===== src/rtl/cpu_types_pkg.sv =====
// cpu_types_pkg: shared types for the branch predictor.
//   predstate_t : 2-bit saturating direction counter states
//   btb_entry_t : one branch target buffer entry {valid, tag, target, ctr}
//   sat_step()  : move a counter one step toward the resolved outcome
package cpu_types_pkg;

  typedef enum logic [1:0] {
    STRONG_NT = 2'b00,
    WEAK_NT   = 2'b01,
    WEAK_T    = 2'b10,
    STRONG_T  = 2'b11
  } predstate_t;

  // Sized for the narrowest possible index (pc[31:2]); narrower tags are
  // stored zero-extended so the struct does not depend on table depth.
  localparam int BTB_TAG_BITS = 30;

  typedef struct packed {
    logic                    valid;
    logic [BTB_TAG_BITS-1:0] tag;
    logic [31:0]             target;
    predstate_t              ctr;
  } btb_entry_t;

  function automatic predstate_t sat_step(input predstate_t cur, input logic taken);
    predstate_t nxt;
    nxt = cur;
    case (cur)
      STRONG_NT: nxt = taken ? WEAK_NT  : STRONG_NT;
      WEAK_NT:   nxt = taken ? WEAK_T   : STRONG_NT;
      WEAK_T:    nxt = taken ? STRONG_T : WEAK_NT;
      STRONG_T:  nxt = taken ? STRONG_T : WEAK_T;
      default:   nxt = WEAK_NT;
    endcase
    return nxt;
  endfunction

endpackage


===== src/rtl/branch_predictor.sv =====
// branch_predictor: direct-mapped BTB with 2-bit saturating counters.
//   CLK, RST            : clock, synchronous active-high reset
//   lookup_pc           : IF-stage PC; predict_taken/predict_target/prediction
//                         are combinational from it
//   upd_*               : resolved branch (outcome plus the prediction it
//                         carried down the pipe)
//   freeze              : blocks table and statistic writes while high
//   mispredict/correct_pc : combinational redirect info for the hazard unit
//   branch_cnt/miss_cnt : committed branches / committed mispredicts
module branch_predictor
  import cpu_types_pkg::*;
#(
  parameter int ENTRIES = 16
) (
  input  logic        CLK,
  input  logic        RST,
  input  logic [31:0] lookup_pc,
  output logic        predict_taken,
  output logic [31:0] predict_target,
  output logic [1:0]  prediction,
  input  logic        upd_en,
  input  logic [31:0] upd_pc,
  input  logic        upd_taken,
  input  logic [31:0] upd_target,
  input  logic        upd_pred_taken,
  input  logic [31:0] upd_pred_target,
  input  logic        freeze,
  output logic        mispredict,
  output logic [31:0] correct_pc,
  output logic [31:0] branch_cnt,
  output logic [31:0] miss_cnt
);

  localparam int IDXW = $clog2(ENTRIES);

  function automatic logic [BTB_TAG_BITS-1:0] tag_of(input logic [31:0] pc);
    return BTB_TAG_BITS'(pc >> (IDXW + 2));
  endfunction

  btb_entry_t btb_reg [ENTRIES];
  logic [31:0] branch_cnt_reg;
  logic [31:0] miss_cnt_reg;

  logic [IDXW-1:0] lk_idx;
  logic [IDXW-1:0] upd_idx;
  btb_entry_t      lk_entry;
  btb_entry_t      upd_entry;
  btb_entry_t      wr_entry_next;
  logic            wr_en_next;
  logic            lk_hit;
  logic            upd_hit;
  logic            commit;
  logic [ENTRIES-1:0] wr_sel;

  assign lk_idx  = lookup_pc[IDXW+1:2];
  assign upd_idx = upd_pc[IDXW+1:2];
  assign commit  = upd_en & ~freeze;

  // Lookup reads the registered table, so a same-cycle update to the
  // same index is seen only from the next cycle.
  always_comb begin
    lk_entry       = btb_reg[lk_idx];
    lk_hit         = lk_entry.valid && (lk_entry.tag == tag_of(lookup_pc));
    predict_taken  = lk_hit && lk_entry.ctr[1];
    predict_target = predict_taken ? lk_entry.target : lookup_pc + 32'd4;
    prediction     = lk_hit ? lk_entry.ctr : WEAK_NT;
  end

  // Reported regardless of freeze; the hazard unit decides when to act on it.
  assign mispredict = upd_en & ((upd_pred_taken != upd_taken) |
                                (upd_taken & (upd_pred_target != upd_target)));
  assign correct_pc = upd_taken ? upd_target : upd_pc + 32'd4;

  always_comb begin
    upd_entry     = btb_reg[upd_idx];
    upd_hit       = upd_entry.valid && (upd_entry.tag == tag_of(upd_pc));
    wr_en_next    = 1'b0;
    wr_entry_next = upd_entry;
    if (commit) begin
      if (upd_hit) begin
        wr_en_next        = 1'b1;
        wr_entry_next.ctr = sat_step(upd_entry.ctr, upd_taken);
        if (upd_taken) wr_entry_next.target = upd_target;
      end else if (upd_taken) begin
        // Allocation evicts whatever aliased branch lived at this index.
        wr_en_next    = 1'b1;
        wr_entry_next = '{valid: 1'b1, tag: tag_of(upd_pc),
                          target: upd_target, ctr: WEAK_T};
      end
    end
  end

  for (genvar gi = 0; gi < ENTRIES; gi++) begin : g_wr_sel
    assign wr_sel[gi] = wr_en_next && (upd_idx == IDXW'(gi));
  end

  always_ff @(posedge CLK) begin
    for (int i = 0; i < ENTRIES; i++) begin
      if (RST) begin
        btb_reg[i] <= '{valid: 1'b0, tag: '0, target: '0, ctr: WEAK_NT};
      end else if (wr_sel[i]) begin
        btb_reg[i] <= wr_entry_next;
      end
    end
  end

  always_ff @(posedge CLK) begin
    if (RST) begin
      branch_cnt_reg <= '0;
      miss_cnt_reg   <= '0;
    end else if (commit) begin
      branch_cnt_reg <= branch_cnt_reg + 32'd1;
      if (mispredict) miss_cnt_reg <= miss_cnt_reg + 32'd1;
    end
  end

  assign branch_cnt = branch_cnt_reg;
  assign miss_cnt   = miss_cnt_reg;

endmodule


===== config.mk =====
export PLATFORM = sky130hd
export DESIGN_NAME = branch_predictor
export DESIGN_NICKNAME = d
export VERILOG_FILES = /design/src/rtl/cpu_types_pkg.sv /design/src/rtl/branch_predictor.sv
export SDC_FILE = /design/constraint.sdc
export NUM_CORES = 2
export LEC_CHECK = 0
export CAP_MARGIN = 25
export CORE_UTILIZATION = 45
export CTS_CLUSTER_DIAMETER = 60
export DETAILED_ROUTE_END_ITERATION = 8
export PLACE_DENSITY_LB_ADDON = 0.05
export SYNTH_ARGS = -nofsm -noshare
export SYNTH_HDL_FRONTEND = slang
export SYNTH_SLANG_ARGS = --single-unit

===== constraint.sdc =====
create_clock -name CLK -period 12.5 [get_ports CLK]
set_clock_uncertainty 0.15 [all_clocks]
set_input_delay 2.5 -clock CLK [delete_from_list [all_inputs] [get_ports CLK]]
set_output_delay 2.5 -clock CLK [all_outputs]
set_load 0.01 [all_outputs]

==> results.md <==
- Outcome: complete, no violations
- P_leak: 24.0 nW
- Peak supply drop: 117 uV
- DR iter-0 viols: 5424
- Critical path required time: 9850 ps
- Fin crit period: 10190 ps
- MaxCap Viol Count: 0
- Iteration count of the initial detailed-routing pass: 5
- Starting Density: 45.3%
- Largest net degree at the start of global routing: 87
- Global route overflow: 0
- Final worst setup slack: 2310 ps
- Worst setup EP type: output port
- WL final: 230000 um
- Number of flops mapped to enable cells by yosys: 1040
- Slowest cell on crit path: buf_4
- Non-Filler Instances: 6291
- Hold buffers post-CTS: 0
- CP Class: in2out
- TritonCTS Sinks: 1104
- Cell Area, Synth: 59600 um2
- Root buf cell: clkbuf_16
- Max Slew Vio Count: 0
- RSZ-0062 raised after global routing: false
- Share of cells above drive strength 1: 27.2%
- Longest Clk Path Bufs: 3
- Initial antenna violation count: 17
- # placed instances: 6040
- Worst Tran Pin Value: 1120 ps
- GRT Max-Usage Layer: met2
- Post-synth top area cell: edfxtp_1
- Post-placement setup slack: 1840 ps
- Ranking of synthesized cells by area: edfxtp_1, mux4_2, nor2_1, mux2i_1, dfxtp_1
- Final core utilization: 52.3%
- # IOs: 266
- Area occupied by multi-input gates: 25600 um2
- Crit-path max FO: 56
- Fmax: 98.1 MHz
- Final hold violations: 0
- Seq/Total Area, Yosys: 54.6%
- Final period util: 81.6%
- CTS tree: yes
- Cts bufs inserted: 135
- Psw: 0.00247 W
- Fill cells: 11.1k
- Prevailing post-synth register cell: edfxtp_1
- Post-cts repair resize count: 0
- Met1 usage: 47.0%
- Final Hold Slack: 345 ps
- Commonest cells after routing, fill and taps aside: edfxtp_1, nor2_1, mux4_2
- Min-Delay Path Class: reg2reg
- Slew margin rel.: 25.4%
- Yosys cell types: 81
- CP arrival: 7540 ps
- Met2 usage: 53.1%
- First-pass GRT wire length: 319000 um
- Core ar.: 131000 um2
- Combinational share of power: 13.5%
- Setup TNS Final: 0 ps
- Port bufs: 265
- Setup-failing EPs final: 0
- DRC: 0
- Number of H-tree levels: 4
- Die Ht: 366 um
- Power Density: 136 nW/um2
- Global Route Usage Sum: 34.3%
- Post-DP HPWL: 140000 um
- Synth-to-layout area growth: 15.5%
- CP peak stage delay: 670 ps
- Crit-path cells: buf_8 > buf_4 > mux4_2 > mux4_2 > xor2_1 > nor4_1 > nand3_1 > nor4_1 > and2_2 > buf_12 > mux2_2 > clkdlybuf4s50_1
- Synth async-reset ratio: 0%
- Clock power share: 41.2%
- Max FFs per register: 1040
- Gp weighted congestion: 0.877
- Commonest non-fill, non-tap cell in the layout: edfxtp_1
- Die width: 366 um
- Vias in the first global route: 39.7k
- Worst Setup Start Kind: input port
- CTS clk-pin slew, worst paths: 60 ps
- Flop pwr share: 45.3%
- DR WL/cell: 36.5 um
- ANT nets after route: 0
- Nets: 4568
- Vias: 40.7k
- DR vias/cell: 6.47
- Sw Share: 26.3%
- Internal power: 0.00691 W
- Setup bufs post-CTS: 0
- Synth Area per Inst: 14.3 um2
- Met3 usage: 8.20%
- Ys Warns: 0
- Mapped Cells: 4178
- Sequential standard cell area: 32500 um2
- Cell Rows: 133
- Full die area: 134000 um2
- Area fraction of the dominant cell type after synthesis: 52.4%
- Post-synthesis register bit count: 1104
- Skew-Pair Late Insertion Delay: 770 ps
[routing by layer]
| layer | part of all wire [%] | up-vias |
|---|---|---|
| li1 | - | 16400 |
| met1 | 39 | 21400 |
| met2 | 46 | 2478 |
| met3 | 11 | 432 |
| met4 | 3.9 | 12 |
| met5 | 0.034 | - |
[cell families after synthesis]
group,count (synthesis),synth area share [%]
and+or+nand+nor,1430,10.9
DFF,1104,54.6
muxes,805,25.5
buffers and inverters,415,3.52
AOI/OAI and AO/OA,226,2.53
xor gates and xnor gates,189,2.78
adders and majority gates,8,0.164
other,1,0.00629
[critical path: cells and delay by family]
kind | cells | cell delay, ps
muxes | 3 | 1430
xor gates and xnor gates | 1 | 190
buffers and inverters | 4 | 1880
and+or+nand+nor | 4 | 1370
[Yosys cell counts, types with 7 or more instances]
cell      count
nand3_1      66
a31oi_1       7
nand4_1      36
mux2i_4      20
clkbuf_1    148
dfxtp_1      64
buf_4        19
mux2i_1     173
o22ai_1      11
xor2_1       96
buf_6        33
or3_1        26
mux2_2       65
nor2_2      201
a22oi_1      18
buf_1        49
o21bai_1     17
mux4_2      535
nor2_1      846
nor4_1       32
xnor2_1      93
a21oi_1      42
nand2b_1     18
a211oi_1     12
and2_1        7
nor3_1       19
nand2_1     116
buf_2       116
ha_1          7
and4_1        9
o21ai_0      67
edfxtp_1   1040
inv_1        41
nor2b_1      20
and3_1       17
[area by class of cell]
class | instances | area share, %
Timing Repair Buffer | 419 | 5.83
Clock inverter | 75 | 1.05
Inverter | 45 | 0.249
Sequential cell | 1104 | 47.3
Clock buffer | 167 | 5.16
Antenna cell | 4 | 0.0146
Tap cell | 1755 | 3.19
Multi-Input combinational cell | 2722 | 37.2
[final timing paths]
check / start / endpoint / slack [ps] / depth (start not counted)
setup / recovery: lookup_pc[2] / predict_target[23] / 2310 / 12
hold / removal: branch_cnt[31]$_SDFFE_PP0P_ / branch_cnt[31]$_SDFFE_PP0P_ / 350 / 2
setup reg to reg: btb_reg[15][37]$_SDFFCE_PN0P_ / btb_reg[7][24]$_SDFFCE_PN0P_ / 6060 / 9
hold reg to reg: branch_cnt[31]$_SDFFE_PP0P_ / branch_cnt[31]$_SDFFE_PP0P_ / 350 / 2
[through the flow]
| stage | area (um2) | total power, W |
|---|---|---|
| 2_1_floorplan | 59800 | 0.00508 |
| 3_3_place_gp | 64400 | 0.00557 |
| 3_5_place_dp | 64400 | 0.00557 |
| 4_1_cts | 68700 | 0.00940 |
| 5_1_grt | 68800 | 0.00961 |
| 6_report | 68800 | 0.00938 |
[power groups by stage]
stage / clock, W / sequential, W / combinational [W]
floorplan: 0 / 0.00431 / 0.000765
global placement: 0 / 0.00432 / 0.00125
detailed placement: 0 / 0.00433 / 0.00125
CTS: 0.00390 / 0.00425 / 0.00125
global route: 0.00404 / 0.00427 / 0.00131
finish: 0.00387 / 0.00425 / 0.00127
(Power assumes the default switching activity.)
